[config.mk]
export PLATFORM = sky130hd
export DESIGN_NAME = mem_access_ctrl_flat
export DESIGN_NICKNAME = d
export VERILOG_FILES = /design/src/rtl/mem_access_ctrl_if.sv /design/src/rtl/mem_access_ctrl.sv /design/src/flat_wrapper.sv
export SDC_FILE = /design/constraint.sdc
export NUM_CORES = 1
export LEC_CHECK = 0
export CAP_MARGIN = 20
export CORE_MARGIN = 4
export CORE_UTILIZATION = 25
export DETAILED_ROUTE_END_ITERATION = 10
export PLACE_DENSITY = 0.57
export SLEW_MARGIN = 20
export SYNTH_ARGS = -nofsm -noshare
export SYNTH_HDL_FRONTEND = slang
export SYNTH_SLANG_ARGS = --single-unit
export TNS_END_PERCENT = 1
[constraint.sdc]
create_clock -name clk -period 2.5 [get_ports clk]
set_clock_uncertainty 0.15 [all_clocks]
set_input_delay 0.5 -clock clk [delete_from_list [all_inputs] [get_ports clk]]
set_output_delay 0.5 -clock clk [all_outputs]
set_load 0.02 [all_outputs]
[src/rtl/mem_access_ctrl_if.sv]
// rtl/mem_access_ctrl_if.sv - request/response handshake bundle for the MEM-stage access controller
interface mem_access_ctrl_if;
  logic        req_valid;
  logic        req_ready;
  logic        req_write;
  logic [1:0]  req_size;
  logic        req_signed;
  logic [31:0] req_addr;
  logic [31:0] req_wdata;
  logic        resp_valid;
  logic [31:0] resp_rdata;
  logic [1:0]  resp_err;

  modport master (
    output req_valid, req_write, req_size, req_signed, req_addr, req_wdata,
    input  req_ready, resp_valid, resp_rdata, resp_err
  );

  modport slave (
    input  req_valid, req_write, req_size, req_signed, req_addr, req_wdata,
    output req_ready, resp_valid, resp_rdata, resp_err
  );
endinterface

[src/rtl/mem_access_ctrl.sv]
// rtl/mem_access_ctrl.sv - load/store front end for a big-endian byte-addressed data memory
module mem_access_ctrl #(
  parameter int unsigned MEM_BYTES = 16384
) (
  input  logic        clk,
  input  logic        rst,
  mem_access_ctrl_if.slave bus,
  output logic [31:0] dm_address,
  output logic [31:0] dm_write_data,
  input  logic [31:0] dm_read_data,
  output logic        dm_MemRead,
  output logic        dm_MemWrite
);

  typedef enum logic [2:0] {
    S_IDLE, S_LOAD, S_STORE, S_RMW_RD, S_RMW_WR, S_RESP
  } state_e;

  localparam logic [31:0] LAST_BASE = 32'(MEM_BYTES - 4);

  state_e      state_q, state_d;
  logic [31:0] addr_q, addr_d;
  logic [1:0]  size_q, size_d;
  logic        signed_q, signed_d;
  logic [31:0] wdata_q, wdata_d;
  logic [31:0] word_q, word_d;
  logic [31:0] rdata_q, rdata_d;
  logic [1:0]  err_q, err_d;

  logic        rd_c, wr_c, ready_c;
  logic [31:0] wdata_c, addr_c, base_req;
  logic [1:0]  req_err_c;

  // Big-endian lanes: byte offset 0 is the most significant byte.
  function automatic logic [31:0] lane_merge(input logic [31:0] w, input logic [31:0] d,
                                             input logic [1:0] sz, input logic [1:0] off);
    logic [31:0] r;
    r = w;
    if (sz == 2'b00) begin
      case (off)
        2'd0:    r[31:24] = d[7:0];
        2'd1:    r[23:16] = d[7:0];
        2'd2:    r[15:8]  = d[7:0];
        default: r[7:0]   = d[7:0];
      endcase
    end else if (sz == 2'b01) begin
      if (off[1]) r[15:0] = d[15:0];
      else        r[31:16] = d[15:0];
    end else begin
      r = d;
    end
    return r;
  endfunction

  function automatic logic [31:0] load_extend(input logic [31:0] w, input logic [1:0] sz,
                                              input logic [1:0] off, input logic sgn);
    logic [7:0]  b;
    logic [15:0] h;
    case (off)
      2'd0:    b = w[31:24];
      2'd1:    b = w[23:16];
      2'd2:    b = w[15:8];
      default: b = w[7:0];
    endcase
    h = off[1] ? w[15:0] : w[31:16];
    if (sz == 2'b00)      return {{24{sgn & b[7]}}, b};
    else if (sz == 2'b01) return {{16{sgn & h[15]}}, h};
    else                  return w;
  endfunction

  assign base_req = {bus.req_addr[31:2], 2'b00};

  always_comb begin
    req_err_c = 2'b00;
    if ((bus.req_size == 2'b11) ||
        (bus.req_size == 2'b01 && bus.req_addr[0]) ||
        (bus.req_size == 2'b10 && bus.req_addr[1:0] != 2'b00))
      req_err_c = 2'b01;
    else if (base_req > LAST_BASE)
      req_err_c = 2'b10;
  end

  always_comb begin
    state_d  = state_q;
    addr_d   = addr_q;
    size_d   = size_q;
    signed_d = signed_q;
    wdata_d  = wdata_q;
    word_d   = word_q;
    rdata_d  = rdata_q;
    err_d    = err_q;
    rd_c     = 1'b0;
    wr_c     = 1'b0;
    ready_c  = 1'b0;
    wdata_c  = 32'h0;
    addr_c   = 32'h0;
    bus.resp_valid = 1'b0;
    bus.resp_rdata = 32'h0;
    bus.resp_err   = 2'b00;
    case (state_q)
      S_IDLE: begin
        ready_c = 1'b1;
        if (bus.req_valid) begin
          addr_d   = bus.req_addr;
          size_d   = bus.req_size;
          signed_d = bus.req_signed;
          wdata_d  = bus.req_wdata;
          err_d    = req_err_c;
          rdata_d  = 32'h0;
          if (req_err_c != 2'b00)       state_d = S_RESP;
          else if (!bus.req_write)      state_d = S_LOAD;
          else if (bus.req_size == 2'b10) state_d = S_STORE;
          else                          state_d = S_RMW_RD;
        end
      end
      S_LOAD: begin
        rd_c    = 1'b1;
        addr_c  = {addr_q[31:2], 2'b00};
        rdata_d = load_extend(dm_read_data, size_q, addr_q[1:0], signed_q);
        state_d = S_RESP;
      end
      S_STORE: begin
        wr_c    = 1'b1;
        addr_c  = {addr_q[31:2], 2'b00};
        wdata_c = wdata_q;
        state_d = S_RESP;
      end
      S_RMW_RD: begin
        rd_c    = 1'b1;
        addr_c  = {addr_q[31:2], 2'b00};
        word_d  = dm_read_data;
        state_d = S_RMW_WR;
      end
      S_RMW_WR: begin
        wr_c    = 1'b1;
        addr_c  = {addr_q[31:2], 2'b00};
        wdata_c = lane_merge(word_q, wdata_q, size_q, addr_q[1:0]);
        state_d = S_RESP;
      end
      S_RESP: begin
        bus.resp_valid = 1'b1;
        bus.resp_rdata = rdata_q;
        bus.resp_err   = err_q;
        state_d        = S_IDLE;
      end
      default: state_d = S_IDLE;
    endcase
  end

  // A write cycle overlapping reset must not reach the memory.
  assign bus.req_ready  = ready_c & ~rst;
  assign dm_MemRead     = rd_c;
  assign dm_MemWrite    = wr_c & ~rst;
  assign dm_address     = addr_c;
  assign dm_write_data  = dm_MemWrite ? wdata_c : 32'h0;

  always_ff @(posedge clk) begin
    if (rst) begin
      state_q  <= S_IDLE;
      addr_q   <= 32'h0;
      size_q   <= 2'b00;
      signed_q <= 1'b0;
      wdata_q  <= 32'h0;
      word_q   <= 32'h0;
      rdata_q  <= 32'h0;
      err_q    <= 2'b00;
    end else begin
      state_q  <= state_d;
      addr_q   <= addr_d;
      size_q   <= size_d;
      signed_q <= signed_d;
      wdata_q  <= wdata_d;
      word_q   <= word_d;
      rdata_q  <= rdata_d;
      err_q    <= err_d;
    end
  end

endmodule

[src/flat_wrapper.sv]
// flat-port wrapper written by rule: the top's interface ports become plain ports
module mem_access_ctrl_flat 
#(
  parameter int unsigned MEM_BYTES = 16384
)
  (clk, rst, dm_address, dm_write_data, dm_read_data, dm_MemRead, dm_MemWrite, bus_req_valid, bus_req_write, bus_req_size, bus_req_signed, bus_req_addr, bus_req_wdata, bus_req_ready, bus_resp_valid, bus_resp_rdata, bus_resp_err);
  mem_access_ctrl_if bus_i ();
  input  logic clk;
  input  logic rst;
  output logic [31:0] dm_address;
  output logic [31:0] dm_write_data;
  input  logic [31:0] dm_read_data;
  output logic dm_MemRead;
  output logic dm_MemWrite;
  input wire logic [$bits(bus_i.req_valid)-1:0] bus_req_valid;
  input wire logic [$bits(bus_i.req_write)-1:0] bus_req_write;
  input wire logic [$bits(bus_i.req_size)-1:0] bus_req_size;
  input wire logic [$bits(bus_i.req_signed)-1:0] bus_req_signed;
  input wire logic [$bits(bus_i.req_addr)-1:0] bus_req_addr;
  input wire logic [$bits(bus_i.req_wdata)-1:0] bus_req_wdata;
  output wire logic [$bits(bus_i.req_ready)-1:0] bus_req_ready;
  output wire logic [$bits(bus_i.resp_valid)-1:0] bus_resp_valid;
  output wire logic [$bits(bus_i.resp_rdata)-1:0] bus_resp_rdata;
  output wire logic [$bits(bus_i.resp_err)-1:0] bus_resp_err;
  assign bus_i.req_valid = bus_req_valid;
  assign bus_i.req_write = bus_req_write;
  assign bus_i.req_size = bus_req_size;
  assign bus_i.req_signed = bus_req_signed;
  assign bus_i.req_addr = bus_req_addr;
  assign bus_i.req_wdata = bus_req_wdata;
  assign bus_req_ready = bus_i.req_ready;
  assign bus_resp_valid = bus_i.resp_valid;
  assign bus_resp_rdata = bus_i.resp_rdata;
  assign bus_resp_err = bus_i.resp_err;
  mem_access_ctrl #(.MEM_BYTES(MEM_BYTES)) u_core (.clk(clk), .rst(rst), .bus(bus_i), .dm_address(dm_address), .dm_write_data(dm_write_data), .dm_read_data(dm_read_data), .dm_MemRead(dm_MemRead), .dm_MemWrite(dm_MemWrite));
endmodule
## Word level (Yosys, flattened, before mapping)

Cells that the tools add are included.

| storage, ports and cells | value |
|---|---|
| register bits after elaboration | 136 |
| latch bits | 0 |
| RAM bits | 0 |
| ROM bits | 0 |
| input port bits | 103 |
| output and inout port bits | 102 |
| word-level logic and storage cells | 74 |
| memories kept | 0 |

| operators by class | value |
|---|---|
| add/sub/neg operators | 0 |
| $mul | 0 |
| divide/modulo/power cells | 0 |
| $lt $le $gt $ge | 1 |
| equality and inequality tests | 12 |
| shift-type cells | 0 |
| multiplexer cells | 31 |
| bitwise operators | 5 |
| reduce and logical (&&, ||, !) cells | 17 |

Operators by type and width:

| kind | count |
|---|---|
| $mux 32 | 8 |
| $pmux 32 s2 | 2 |
| $mux 16 | 3 |
| $mux 8 | 5 |
| $gt 32x14->1 const B | 1 |
| $pmux 8 s3 | 1 |
| $mux 3 | 3 |
| $pmux 3 s3 | 1 |
| $eq 2x1->1 const B | 3 |
| $eq 2x2->1 const B | 3 |
| $eq 3x2->1 const B | 2 |
| $eq 3x3->1 const B | 2 |
| $mux 2 | 3 |
| $reduce_bool 2->1 | 3 |
| $reduce_or 3->1 | 2 |
| $mux 1 | 5 |
| $and 1x1->1 | 4 |
| $logic_not 2->1 | 2 |
| $reduce_and 2->1 | 2 |
| $reduce_or 2->1 | 2 |
| $reduce_or 4->1 | 1 |
| $eq 3x1->1 const B | 1 |
| $logic_not 3->1 | 1 |
| $logic_and 1x1->1 | 2 |
| other kinds (3) | 4 |

## Longest topological paths before layout

Gate-level depths: netlist (run 1).

| logic depth | value |
|---|---|
| depth after elaboration | 9 |
| gate-level depth with buffers | 8 |
| mapped depth without buffers | 4 |

## Worst setup path before layout (run 1)

No wires, ideal clock.

| timing | value |
|---|---|
| path type | reg-to-output |
| start | reg u_core.size_q[0] |
| end | out dm_write_data[26] |
| arrival time | 2062 ps |
| data required time | 1850 ps |
| setup slack | -212 ps |
| cell stages (with the launch flop) | 7 |
| path buffers | 2 |
| path through | dfxtp_1 > buf_2 > nor2b_1 > clkbuf_2 > a221o_1 > a221oi_1 > a2111oi_0 |

| between the ends | value |
|---|---|
| cells in the longest elaborated chain, start to end | 5 |
| elaborated cells on any way between the ends | 6 |
| classes of those cells | eq/ne: 1; mux: 4; reduce/logical: 1 |

RTL lines:

| what | line | RTL |
|---|---|---|
| start, declared | mem_access_ctrl.sv:23 | `logic [1:0] size_q, size_d;` |
| start signal, assigned | mem_access_ctrl.sv:170 | `size_q <= size_d;` |
| $eq 2x1->1 | mem_access_ctrl.sv:46 | `end else if (sz == 2'b01) begin` |
| $mux 32 | mem_access_ctrl.sv:46 |  |
| $mux 32 * | mem_access_ctrl.sv:39 | `if (sz == 2'b00) begin` |
| $pmux 32 s2 * | mem_access_ctrl.sv:100 | `case (state_q)` |
| $mux 32 * | mem_access_ctrl.sv:155 | `assign dm_write_data = dm_MemWrite ? wdata_c : 32'h0;` |
| end, declared | flat_wrapper.sv:11 | `output logic [31:0] dm_write_data;` |

Every way passes the cells marked *; elsewhere a longest branch is shown, timed or not.

## Worst setup path in the final report (run 1)

| timing | value |
|---|---|
| start | reg u_core.size_q[0] |
| end | out dm_write_data[13] |

The elaborated chain is that of the path after synthesis.

==> metrics.md, run 1 <==
| Metric | Value |
|---|---|
| Status | finished, violations left |
| Failing checks | setup timing |
| RePlAce Congestion | around 0.87 |
| Via density | roughly 4.9 |
| Slew margin rel. | about 31% |
| Pwr Density | a little under 600 nW/µm² |
| Floorplan die height | 174 µm |
| Flops & latches, synth | 136 |
| Req. time, crit path | around 1900 ps |
| Util after Layout | 39.1% |
| Post-Syn Area per Cell | 7.97 µm² |
| Worst min-delay path class | reg2reg |
| RSZ-0062 raised after global routing | yes |
| Area share of the largest cell type after synthesis | 39.6% |
| Max Cap Viol | 0 |
| Tightest Pin Transition | ~1000 ps |
| Layout cells sized above 1 | 27.9% |
| Cts bufs inserted | 17 |
| Gr busiest metal | met2 |
| Worst-path clk slew | 70 ps |
| Initial antenna violation count | 0 |
| Asr flop ratio synth | 0% |
| Fmax | 0.371 GHz |
| Tcrit/Tclk final | 108% |
| Initial Utilization | between 20% and 30% |
| Clk_lat worst skew | 420 ps |
| Placed instance count | roughly 1400 |
| LEAKAGE | 4.02 nW |
| DRT Wirelength | between 20000 and 30000 µm |
| DR pass1 iterations | 5 |
| DRC viols | 0 |
| Layout fillers | roughly 2800 |
| Row Count | 60 |
| All-Layer GR Usage | 17.1% |
| Vias in the first global route | 6904 |
| First-pass GRT wire length | a little over 40000 µm |
| Die width | 174 µm |
| Mapped cell area | 6870 µm² |
| Final Max Slew Viols | 0 |
| Crit path kind | reg2out |
| Grt met1 use | roughly 23% |
| Dpl ws | -336 ps |
| Part of the power in combinational logic | 18.3% |
| Layout area overhead | 53.5% |
| Post-Layout Cell Count | between 1000 and 1500 |
| Count of cell types in the netlist | 55 |
| Total core area | 27000 µm² |
| VDD IR-drop max | 342 µV |
| Antenna diodes | 0 |
| Post-CTS Hold Buffers | 0 |
| Total gr overflow | 0 |
| Largest net degree at the start of global routing | 70 |
| Design Power | 6.15 mW |
| Iter 0 DRT Violations | 607 |
| Slack of the critical path | -197 ps |
| Nets | 1211 |
| Arrival @ worst endpoint | 2050 ps |
| Met2 usage | a little over a quarter |
| Sequential share of power | 38.0% |
| Post-DP HPWL | 19800 µm |
| Area leader, netlist | dfxtp_1 |
| Fin. Hold Viols | 0 |
| CP Max Fanout | 8 |
| Area of the multi-input gates | 4070 µm² |
| Clock Power Share | 43.7% |
| Die area | about 30000 µm² |
| Sw frac | 28.6% |
| Buffers on Ports | 202 |
| Yosys warns | 0 |
| Register area share after synthesis | 39.6% |
| Met3 usage | under 10% |
| Gate Count Post-Synth | 863 |
| Crit. End Element | primary output |
| Int Power | 4.39 mW |
| Vias | 7214 |
| Number of enable flip-flop cells after synthesis | 0 |
| WL/cell | 18.4 µm |
| Crit path launch type | register |
| Setup violators final | 32 |
| H-tree Lvls | 4 |
| CTS tree | done |
| Top_reg_cell synth | dfxtp_1 |
| Top Ports | 205 |
| CTS root buffer | clkbuf_16 |
| Fin crit period | about 2700 ps |
| Max Root-Sink Buffers | 2 |
| Clock sink count | around 140 |
| Switch Pwr | 1.76 mW |
| Ranking of synthesized cells by area | dfxtp_1 (40%), nand2_1 (12%), a21oi_1 (9.2%) |
| Antenna Nets Post-Route | 0 |
| Register Area | between 2000 and 3000 µm² |
synth_stat cells, drive strengths merged (3+ instances only):
master,instances
a221oi,13
a2111oi,4
or2,3
nor2,12
nand2b,5
o21ai,20
and2,67
o2bb2ai,32
dfxtp,136
a21oi,128
nor4,7
inv,17
nor2b,4
mux4,9
o22ai,17
buf,42
a221o,12
nand2,226
o211ai,3
nor3,12
a22oi,4
mux2i,8
a22o,18
clkbuf,35
a2bb2oi,8
state kept, by name, summed over array words and instances, names as in the netlist:
| name | count |
|---|---|
| u_core.rdata_q | 32 |
| u_core.wdata_q | 32 |
| u_core.word_q | 32 |
| u_core.state_q | 3 |
| u_core.err_q | 2 |
| u_core.size_q | 2 |
| u_core.addr_q | 32 |
| u_core.signed_q | 1 |
power by group through the flow:
| stage | Combinational, mW | Sequential [mW] | Clock, mW |
|---|---|---|---|
| after floorplan | 0.549 | 2.35 | 0 |
| after global routing | 1.22 | 2.34 | 2.83 |
| after global placement | 1.05 | 2.37 | 0 |
| final | 1.13 | 2.34 | 2.68 |
| after detailed placement | 1.06 | 2.38 | 0 |
| after CTS | 1.09 | 2.33 | 2.73 |
worst paths after layout:
check	start	to	slack, ps	cells past startpoint
worst min-delay path	u_core.addr_q[11]	u_core.addr_q[11]	300	2
worst min register to register	u_core.addr_q[11]	u_core.addr_q[11]	300	2
worst max-delay path	u_core.size_q[0]	dm_write_data[13]	-200	6
worst max register to register	u_core.state_q[2]	u_core.word_q[11]	230	5
kinds of logic (layout without fill, tap and decap cells):
group,after synthesis,after routing,synth area share (%)
simple gates,345,345,23.3
other cells,1,2,0.0546
mux,17,17,4.11
buf+inv,95,352,6.75
flops,136,136,39.6
compound gates,269,269,26.2
metrics by stage:
| step | hold WS, ps | TNS [ps] | instance area (µm²) |
|---|---|---|---|
| 2_1_floorplan | 274 | -212 | 6880 |
| 3_3_place_gp | 288 | -8850 | 9710 |
| 3_5_place_dp | 292 | -10500 | 9710 |
| 4_1_cts | 300 | -5310 | 10300 |
| 5_1_grt | 311 | -6340 | 10600 |
| 6_report | 299 | -4210 | 10600 |
what timing repair did:
item                       in CTS  in global routing
setup endpoints to repair     100                 54
pin swaps                      18                 25
resized for setup             496                 62
setup buffers                   8                  3
critical path, stage by stage, from the launching register on:
cell      delay, ps
dfxtp_4         370
buf_4           150
nor4_4          280
buf_4           180
o21ai_0         120
a221oi_2        330
buf_4           200
area by class of cell:
cell class / instances / share of cell area [%]
multi-input combinational: 633 / 38.5
sequential: 136 / 26.0
timing repair buffer: 302 / 25.0
tap: 341 / 4.04
clock buffer: 17 / 4.03
clock inverter: 15 / 1.81
inverter: 18 / 0.640
routing by layer:
metal | share of wire, % | up-vias | wire length [µm]
met5 | 0 | - | 0
met2 | 45 | 279 | 12200
met4 | 1.2 | 0 | 333
met1 | 46 | 3389 | 12300
met3 | 7.7 | 25 | 2070
li1 | - | 3521 | -
cells in the final DEF (no fill, tap or decap), drive strengths merged, types with 2 or more instances in the layout:
master,synthesis,layout
dlygate4sd2,0,2
nand3b,2,2
clkinvlp,0,2
conb,1,2
o2111ai,2,2
nor4,7,7
o2bb2ai,32,32
and2,67,67
o211ai,3,3
or3,2,2
nand2,226,226
a2bb2oi,8,8
clkinv,1,5
a22oi,4,4
nor2b,4,4
dfxtp,136,136
a221oi,13,13
inv,17,23
o22ai,17,17
mux2i,8,8
buf,42,199
a2111oi,4,4
nor2,12,12
nor3,12,12
or2,3,3
nand2b,5,5
clkdlybuf4s50,0,101
o21a,2,2
clkbuf,35,17
bufinv,0,3
a21oi,128,128
a22o,18,18
mux4,9,9
o21ai,20,20
a221o,12,12
(Power assumes the default switching activity.)
==> run 2, diff against run 1 <==
--- a/config.mk
+++ b/config.mk
@@ -9,7 +9,7 @@
 export CORE_MARGIN = 4
 export CORE_UTILIZATION = 25
 export DETAILED_ROUTE_END_ITERATION = 10
-export PLACE_DENSITY = 0.57
+export PLACE_DENSITY = 0.59
 export SLEW_MARGIN = 20
 export SYNTH_ARGS = -nofsm -noshare
 export SYNTH_HDL_FRONTEND = slang
==> constraint.sdc (replaced) <==
create_clock -name clk -period 2.4 [get_ports clk]
set_clock_uncertainty 0.15 [all_clocks]
set_input_delay 0.48 -clock clk [delete_from_list [all_inputs] [get_ports clk]]
set_output_delay 0.48 -clock clk [all_outputs]
set_load 0.02 [all_outputs]
==> run 2 against run 1 <==
The flow still finishes with violations (setup timing). Setup slack worse by 77 ps. First-iteration DRC count rose by 12%. Cell count increased by 0.27%. Global-route usage up 0.39 points. Design area grew 2.3%. Sequential cell count unchanged.
==> metrics.md, run 2 (same netlist as run 1, synthesis figures left out) <==
| Metric | Value |
|---|---|
| LEAKAGE | ~4.1 nW |
| Initial Utilization | 25.4% |
| Failing checks | setup timing |
| RePlAce Congestion | between 0.9 and 1 |
| Final Max Slew Viols | 0 |
| Crit. End Element | primary output |
| Antenna diodes | 0 |
| Initial antenna violation count | 0 |
| Worst R2R Path Depth | 5 |
| Die area | 30200 µm² |
| Max Root-Sink Buffers | 2 |
| Vias in the first global route | 7145 |
| Crit path launch type | register |
| Status | finished, violations left |
| Top sig layer | met4 |
| Largest net degree at the start of global routing | 70 |
| Met2 wire len | 12400 µm |
| Arrival @ worst endpoint | 2040 ps |
| Nets | 1215 |
| Util after Layout | 39.9% |
| RSZ-0062 raised after global routing | yes |
| DRC viols | 0 |
| Buffers on Ports | 202 |
| Hold path start | u_core.addr_q[28] |
| Most frequent cells in the layout | nand2_1 (224), buf_4 (136), dfxtp_1 (129) |
| Switch Pwr | 1.81 mW |
| CTS tree | done |
| Placed instance count | 1425 |
| Post-Layout Cell Count | roughly 1500 |
| Worst min-delay path class | reg2reg |
| Clk_lat worst skew | 430 ps |
| Total gr overflow | 0 |
| First-pass GRT wire length | 41600 µm |
| H-tree Lvls | 4 |
| Post-CTS Hold Buffers | 0 |
| Fin. Hold Viols | 0 |
| Layout area overhead | 57.0% |
| Tightest Pin Transition | roughly 1000 ps |
| Hold depth | 2 |
| Fin crit period | 2670 ps |
| Clock Power Share | 42.5% |
| Total core area | 27000 µm² |
| VDD IR-drop max | roughly 370 µV |
| Sequential share of power | 38.6% |
| Slew margin rel. | 31.0% |
| Top Ports | 205 |
| Int Power | 4.49 mW |
| Setup violators final | 33 |
| Sw frac | between 20% and 30% |
| Clock sink count | 136 |
| Worst-path clk slew | about 60 ps |
| Fmax | 0.374 GHz |
| Max Cap Viol | 0 |
| Worst Hold Slack | 300 ps |
| CP Max Fanout | 8 |
| Slack of the critical path | -275 ps |
| Crit path kind | reg2out |
| WL/cell | 18.7 µm |
| DRT Wirelength | 27400 µm |
| Met1 WL | 11900 µm |
| Setup TNS | -7130 ps |
| Part of the power in combinational logic | 18.9% |
| Row Count | 60 |
| Req. time, crit path | 1770 ps |
| Critical path startpoint | u_core.state_q[2] |
| CTS root buffer | clkbuf_16 |
| Floorplan die height | 174 µm |
| DR pass1 iterations | 5 |
| Via density | between 4 and 5 |
| Leading cell type in the layout, fill and taps excluded | nand2_1 |
| Pwr Density | 583 nW/µm² |
| All-Layer GR Usage | between 10% and 20% |
| Layout cells sized above 1 | approximately 28% |
| Post-DP HPWL | 19900 µm |
| Die width | 174 µm |
| Iter 0 DRT Violations | 682 |
| Vias | 7306 |
| Tcrit/Tclk final | 111% |
| R2R Path Start | u_core.state_q[2] |
| Met3 routed WL | between 2000 and 2500 µm |
| Cts bufs inserted | 17 |
| Antenna Nets Post-Route | 0 |
-- run 2: cell types whose count changed in the layout (fill, tap and decap cells not counted), moves of 6 or more --
cell    previous run  this run
and2_4             1         7
and2_1            65        59
buf_6             30        54
buf_4            109       136
buf_2             50         1
-- run 2: worst paths after layout --
kind              slack [ps]                 to
setup / recovery        -270  dm_write_data[23]
hold / removal           300  u_core.addr_q[28]
setup reg to reg         140  u_core.word_q[11]
hold reg to reg          300  u_core.addr_q[28]
-- run 2: what timing repair did --
| item | 4_1_cts | 5_1_grt |
|---|---|---|
| hold endpoints to repair | 0 | 0 |
| pin swaps | 19 | 18 |
| cloned | 2 | 0 |
| setup buffers | 2 | 5 |
| setup endpoints to repair | 100 | 98 |
| resized for setup | 586 | 51 |
-- run 2: power by group through the flow --
stage | Sequential [mW] | Combinational [mW] | Clock, mW
2_1_floorplan | 2.44 | 0.574 | 0
3_3_place_gp | 2.47 | 1.11 | 0
3_5_place_dp | 2.47 | 1.12 | 0
4_1_cts | 2.43 | 1.15 | 2.73
5_1_grt | 2.44 | 1.28 | 2.83
6_report | 2.43 | 1.19 | 2.67
-- run 2: cell type report --
class / count / area [µm²]
clock buffer: 19 / 443
clock inverter: 13 / 145
fill: 2824 / 16200
inverter: 18 / 67.6
multi-input combinational: 633 / 4060
sequential: 136 / 2740
tap: 341 / 427
timing repair buffer: 306 / 2910
-- run 2: per-layer routing --
layer / up-vias / global-route usage (%)
met5: - / 0
met4: 0 / 5.21
met3: 47 / 5.91
met2: 328 / 27.3
met1: 3415 / 22.9
li1: 3516 / -
-- run 2: through the flow --
stage	instance area (µm²)	power, mW	setup WS, ps
floorplan	6890	3.02	-31.8
global placement	9790	3.58	-387
detailed placement	9790	3.59	-405
CTS	10600	6.32	-284
global route	10800	6.55	-326
finish	10800	6.29	-275
-- run 2: worst max-delay path, cell delays in order, from the launching register on --
cell and delay [ps]:
dfxtp_4 370, or3b_4 430, or3_4 380, buf_12 170, o2bb2ai_4 140, buf_6 140
==> RTL edit 1 (flow settings as in run 1) <==
Re-encode `state_e` (6 states) as one-hot, 6 bits wide.
--- a/src/rtl/mem_access_ctrl.sv
+++ b/src/rtl/mem_access_ctrl.sv
@@ -13,6 +13,6 @@
 );
 
-  typedef enum logic [2:0] {
-    S_IDLE, S_LOAD, S_STORE, S_RMW_RD, S_RMW_WR, S_RESP
+  typedef enum logic [5:0] {
+    S_IDLE = 6'b000001, S_LOAD = 6'b000010, S_STORE = 6'b000100, S_RMW_RD = 6'b001000, S_RMW_WR = 6'b010000, S_RESP = 6'b100000
   } state_e;
 
Function: no difference found for any inputs over 4 cycles, from zero or initial values and one cycle with rst high; so few cycles prove little.
==> RTL edit 1 against run 1 <==
Design area up 5.0%. Sequential cell count increased by 3. Die area rose by 2.0%. Synthesized area rose by 2.1%. Largest power group unchanged. Routed wire length rose by 7.5%. Non-clock buffer count increased by 8. Sequential share of layout area shrank 0.83 points. Count of clock-buffer cells in the layout is 4 higher. Worst setup slack got worse by 0.28 ns. The flow still finishes with violations (setup timing). Power decreased by 2.2%. Largest cell class unchanged.
==> RTL edit 1: results (changes against run 1) <==
* Violated checks: setup timing (unchanged)
* Result of the run: complete, but fails checks (unchanged)
* Fraction of layout instances using a drive strength above 1 at 0.309 (was 0.279)
* Transition at the pin with the smallest max-transition slack at 0.584 ns (was 1.04 ns)
* Pre-CTS WS at -0.620 ns (was -0.336 ns)
* Multiplexer area fraction after synthesis at 0.0583 (was 0.0411)
* Maximum ir drop on the vdd rail at 0.368 mV (was 0.342 mV)
* Largest net degree at the start of global routing at 52 (was 70)
* Post-route setup slack at -0.480 ns (was -0.197 ns)
* Leakage power of the design at 4.26 nW (was 4.02 nW)
* Reg-to-reg startpoint: u_core.state_q[0] (was u_core.state_q[2])
* Post-Synthesis Mean Instance Area at 7.97 sq um (about the same)
* Half-perimeter wire length of the detailed placement result at 20.9 mm (was 19.8 mm)
* Final total negative setup slack at -37.82 ns (was -4.21 ns)
* Endpoint arrival time on the critical path at 2.33 ns (was 2.05 ns)
* Post-Place Cells at 1,484 (was 1,420)
* Start point of the critical path: u_core.state_q[5] (was u_core.size_q[0])
* Routability congestion estimate at 0.927 (was 0.873)
* CP max stage cell: sky130_fd_sc_hd__or4_4 (was sky130_fd_sc_hd__dfxtp_4)
* Drt wl/cell at 19.0 um (was 18.4 um)
* Highest net fanout along the worst path at 10 (was 8)
* Top post-synthesis cells by count: 220 x sky130_fd_sc_hd__nand2_1, 139 x sky130_fd_sc_hd__dfxtp_1, 138 x sky130_fd_sc_hd__a21oi_1, 64 x sky130_fd_sc_hd__and2_1, 52 x sky130_fd_sc_hd__clkbuf_1 (was 225 x sky130_fd_sc_hd__nand2_1, 136 x sky130_fd_sc_hd__dfxtp_1, 127 x sky130_fd_sc_hd__a21oi_1, 67 x sky130_fd_sc_hd__and2_1, 33 x sky130_fd_sc_hd__clkbuf_1)
* Area after DPL at 0.0100 sq mm (was 0.00971 sq mm)
* Worst path top cell family by delay: simple AND/OR/NAND/NOR gates (was buffers and inverters)
* Wirelength, routed at 29.0 mm (was 27.0 mm)
* Post-detailed-route via-to-cell ratio at 4.95 (was 4.93)
* Share of the synthesized area in compound gates (AO/OA/AOI/OAI) at 0.250 (was 0.262)
* Final number of setup-violating endpoints at 100 (was 32)
* GRT Total Usage at 0.183 (was 0.171)
* Post-synthesis sequential area ratio at 0.397 (was 0.396)
* Via count of the first global-routing pass at 7,351 (was 6,904)
* Number of nets at the end of the flow at 1,240 (was 1,211)
* Cell types with the largest area share after synthesis: sky130_fd_sc_hd__dfxtp_1 40%, sky130_fd_sc_hd__nand2_1 12%, sky130_fd_sc_hd__a21oi_1 9.8%, sky130_fd_sc_hd__and2_1 5.7%, sky130_fd_sc_hd__clkbuf_1 2.8% (was sky130_fd_sc_hd__dfxtp_1 40%, sky130_fd_sc_hd__nand2_1 12%, sky130_fd_sc_hd__a21oi_1 9.2%, sky130_fd_sc_hd__and2_1 6.1%, sky130_fd_sc_hd__o2bb2ai_1 3.9%)
* HP Start: u_core.rdata_q[5] (was u_core.addr_q[11])
RTL edit 1: worst paths after layout:
kind | endpoint | slack [ns] | depth (start not counted)
setup / recovery | dm_write_data[1] | -0.48 | 7
hold / removal | u_core.rdata_q[5] | 0.30 | 1
setup reg to reg | u_core.rdata_q[11] | 0.04 | 7
hold reg to reg | u_core.rdata_q[5] | 0.30 | 1
RTL edit 1: power breakdown:
part	internal [mW]	switching (mW)
clock	1.49	0.996
combinational	0.516	0.597
sequential	2.32	0.0917
total	4.33	1.68
RTL edit 1: layout make-up:
| type | instances | area, sq um |
|---|---|---|
| fill | 2849 | 16600 |
| inverter | 15 | 56.3 |
| clock inverter | 11 | 120 |
| timing repair buffer | 310 | 3080 |
| tap | 378 | 473 |
| sequential | 139 | 2790 |
| clock buffer | 21 | 450 |
| multi-input combinational | 654 | 4110 |
RTL edit 1: worst register-to-register path: stages, from the launching register on:
cell,delay (ns)
sky130_fd_sc_hd__dfxtp_2,0.32
sky130_fd_sc_hd__buf_6,0.11
sky130_fd_sc_hd__or4_4,0.54
sky130_fd_sc_hd__buf_4,0.18
sky130_fd_sc_hd__or4b_1,0.51
sky130_fd_sc_hd__buf_6,0.19
sky130_fd_sc_hd__nor2_4,0.22
sky130_fd_sc_hd__a22o_1,0.19
RTL edit 1: cells by family after synthesis:
group,Yosys count
flops,139
buf+inv,89
mux,29
simple gates,357
other cells,1
compound gates,266
RTL edit 1: metal layers:
metal  vias up  routed length [um]  track usage
met5         -                   0            0
met4         0                 789       0.0598
met3        62                2490       0.0596
met2       359               12700        0.277
met1      3548               13000        0.246
li1       3601                   -            -
RTL edit 1: what timing repair did:
action / CTS / global route
setup buffers: 8 / 0
gates resized for setup: 610 / 30
hold buffers: 0 / 0
setup endpoints to repair: 100 / 128
pin swaps: 31 / 26
gates cloned: 5 / 0
==> RTL edit 2 (flow settings as in run 1) <==
Without the edit above. `MEM_BYTES` is set to 16384 in 2 places; all go to 12288.
--- a/src/rtl/mem_access_ctrl.sv
+++ b/src/rtl/mem_access_ctrl.sv
@@ -1,5 +1,5 @@
 // rtl/mem_access_ctrl.sv - load/store front end for a big-endian byte-addressed data memory
 module mem_access_ctrl #(
-  parameter int unsigned MEM_BYTES = 16384
+  parameter int unsigned MEM_BYTES = 12288
 ) (
   input  logic        clk,
--- a/src/flat_wrapper.sv
+++ b/src/flat_wrapper.sv
@@ -2,5 +2,5 @@
 module mem_access_ctrl_flat 
 #(
-  parameter int unsigned MEM_BYTES = 16384
+  parameter int unsigned MEM_BYTES = 12288
 )
   (clk, rst, dm_address, dm_write_data, dm_read_data, dm_MemRead, dm_MemWrite, bus_req_valid, bus_req_write, bus_req_size, bus_req_signed, bus_req_addr, bus_req_wdata, bus_req_ready, bus_resp_valid, bus_resp_rdata, bus_resp_err);
Formal check against the unedited RTL: not equivalent (a bounded check fails within 4 cycles, from zero or initial values and one cycle with rst high).
==> RTL edit 2 against run 1 <==
The flow still finishes with violations (setup timing). Sequential cell count did not move. Sequential share of layout area rose by 0.30 points. Combinational power barely moved. Worst setup slack improved by 0.12 ns. Cell count fell by 0.75%. Power rose by 0.25%. Synthesized area fell by 1.6%. Core utilization rose by 0.46 points. Routed wire length fell by 1.9%. Design area fell by 1.3%. Highest routed layer is now met5.
==> RTL edit 2: results (changes against run 1) <==
* Result of the run: complete, but fails checks (unchanged)
* Violated checks: setup timing (unchanged)
* Post-route setup slack at -0.0821 ns (was -0.197 ns)
* Synthesized-area fraction occupied by xor and xnor cells at 0.00130 (was 0)
* HP Start: u_core.err_q[0] (was u_core.addr_q[11])
* GRT Total Usage at 0.169 (was 0.171)
* Wire length of the first global-routing pass at 38.5 mm (was 40.5 mm)
* Number of setup buffers added after CTS at 0 (was 8)
* Number of antenna violations at the first check in global routing at 3 (was 0)
* Routability congestion estimate at 0.845 (was 0.873)
* Endpoint arrival time on the critical path at 1.93 ns (was 2.05 ns)
* Area growth from synthesis to final layout at 54.0% (was 53.5%)
* Capture point of the worst reg-to-reg path: u_core.rdata_q[9] (was u_core.word_q[11])
* Share of the synthesized area in compound gates (AO/OA/AOI/OAI) at 0.241 (was 0.262)
* Post-detailed-route via-to-cell ratio at 4.91 (was 4.93)
* Flop-to-flop setup slack at 0.28 ns (was 0.23 ns)
* Top post-synthesis cells by count: 222 x sky130_fd_sc_hd__nand2_1, 136 x sky130_fd_sc_hd__dfxtp_1, 106 x sky130_fd_sc_hd__a21oi_1, 44 x sky130_fd_sc_hd__clkbuf_1, 42 x sky130_fd_sc_hd__and3_1 (was 225 x sky130_fd_sc_hd__nand2_1, 136 x sky130_fd_sc_hd__dfxtp_1, 127 x sky130_fd_sc_hd__a21oi_1, 67 x sky130_fd_sc_hd__and2_1, 33 x sky130_fd_sc_hd__clkbuf_1)
* Design internal power at 4.49 mW (was 4.39 mW)
* Fraction of layout instances using a drive strength above 1 at 0.247 (was 0.279)
* Drt wl/cell at 18.2 um (was 18.4 um)
* Hold endpoint: u_core.err_q[0] (was u_core.addr_q[11])
* Via count of the first global-routing pass at 6,695 (was 6,904)
* Reg-to-reg startpoint: u_core.state_q[0] (was u_core.state_q[2])
* Final number of setup-violating endpoints at 20 (was 32)
* Half-perimeter wire length of the detailed placement result at 19.6 mm (was 19.8 mm)
* Cell types with the largest area share after synthesis: sky130_fd_sc_hd__dfxtp_1 40%, sky130_fd_sc_hd__nand2_1 12%, sky130_fd_sc_hd__a21oi_1 7.8%, sky130_fd_sc_hd__and3_1 3.9%, sky130_fd_sc_hd__a221o_1 3.6% (was sky130_fd_sc_hd__dfxtp_1 40%, sky130_fd_sc_hd__nand2_1 12%, sky130_fd_sc_hd__a21oi_1 9.2%, sky130_fd_sc_hd__and2_1 6.1%, sky130_fd_sc_hd__o2bb2ai_1 3.9%)
* Netlist cell types at 51 (was 55)
-- RTL edit 2: cell types whose count changed in the layout (fill, tap and decap cells not counted), moves of 13 or more --
cell	before	now
sky130_fd_sc_hd__buf_2	50	3
sky130_fd_sc_hd__and2_1	65	19
sky130_fd_sc_hd__and3_1	0	41
sky130_fd_sc_hd__a21oi_1	121	104
sky130_fd_sc_hd__clkdlybuf4s15_1	0	14
sky130_fd_sc_hd__nor2_1	7	20
-- RTL edit 2: per-layer routing --
layer,GRT usage,vias to the layer above,wire length [um]
li1,-,3511,-
met1,0.218,3316,11700
met2,0.273,252,12200
met3,0.0501,36,1950
met4,0.0516,6,577
met5,0,-,34
-- RTL edit 2: power groups by stage --
stage | sequential, mW | clock [mW] | combinational [mW]
floorplan | 2.34 | 0 | 0.514
global route | 2.33 | 2.86 | 1.22
finish | 2.33 | 2.71 | 1.13
detailed placement | 2.37 | 0 | 1.02
CTS | 2.32 | 2.77 | 1.03
global placement | 2.37 | 0 | 1.02
-- RTL edit 2: worst max path at each step --
stage | slack (ns) | end | start | cells after the start
final | -0.08 | dm_write_data[8] | u_core.addr_q[0] | 5
after global routing | -0.16 | dm_write_data[15] | u_core.addr_q[0] | 5
after CTS | -0.21 | dm_write_data[5] | u_core.size_q[0] | 6
after detailed placement | -0.28 | dm_write_data[21] | rst | 7
after global placement | -0.23 | dm_write_data[16] | rst | 7
after floorplan | 0.01 | dm_write_data[10] | rst | 3
-- RTL edit 2: metrics by stage --
stage               hold slack, ns  std cells  setup TNS (ns)
floorplan                    0.267        862               0
global placement             0.282       1409           -8.81
detailed placement           0.289       1409           -9.04
CTS                          0.301       1441           -6.91
global route                 0.315       1451           -3.92
finish                       0.297       1451          -0.690
-- RTL edit 2: kinds of logic (layout without fill, tap and decap cells) --
family | Yosys count | after routing
XOR/XNOR | 1 | 1
AND/OR/NAND/NOR | 367 | 367
AO/OA/AOI/OAI | 247 | 247
multiplexers | 17 | 17
other | 1 | 2
flip-flops | 136 | 136
buffers and inverters | 92 | 346
-- RTL edit 2: area by class of cell --
cell class / instances / area share
multi-input combinational: 634 / 0.366
sequential: 136 / 0.263
timing repair buffer: 302 / 0.267
tap: 335 / 0.0402
clock inverter: 14 / 0.0187
clock buffer: 18 / 0.0412
inverter: 12 / 0.00432
-- RTL edit 2: critical path, cell delays in order (launching register included) --
cell	delay, ns
sky130_fd_sc_hd__dfxtp_4	0.37
sky130_fd_sc_hd__or4b_4	0.60
sky130_fd_sc_hd__nor2_1	0.12
sky130_fd_sc_hd__o21ai_0	0.07
sky130_fd_sc_hd__and3_1	0.20
sky130_fd_sc_hd__buf_4	0.15
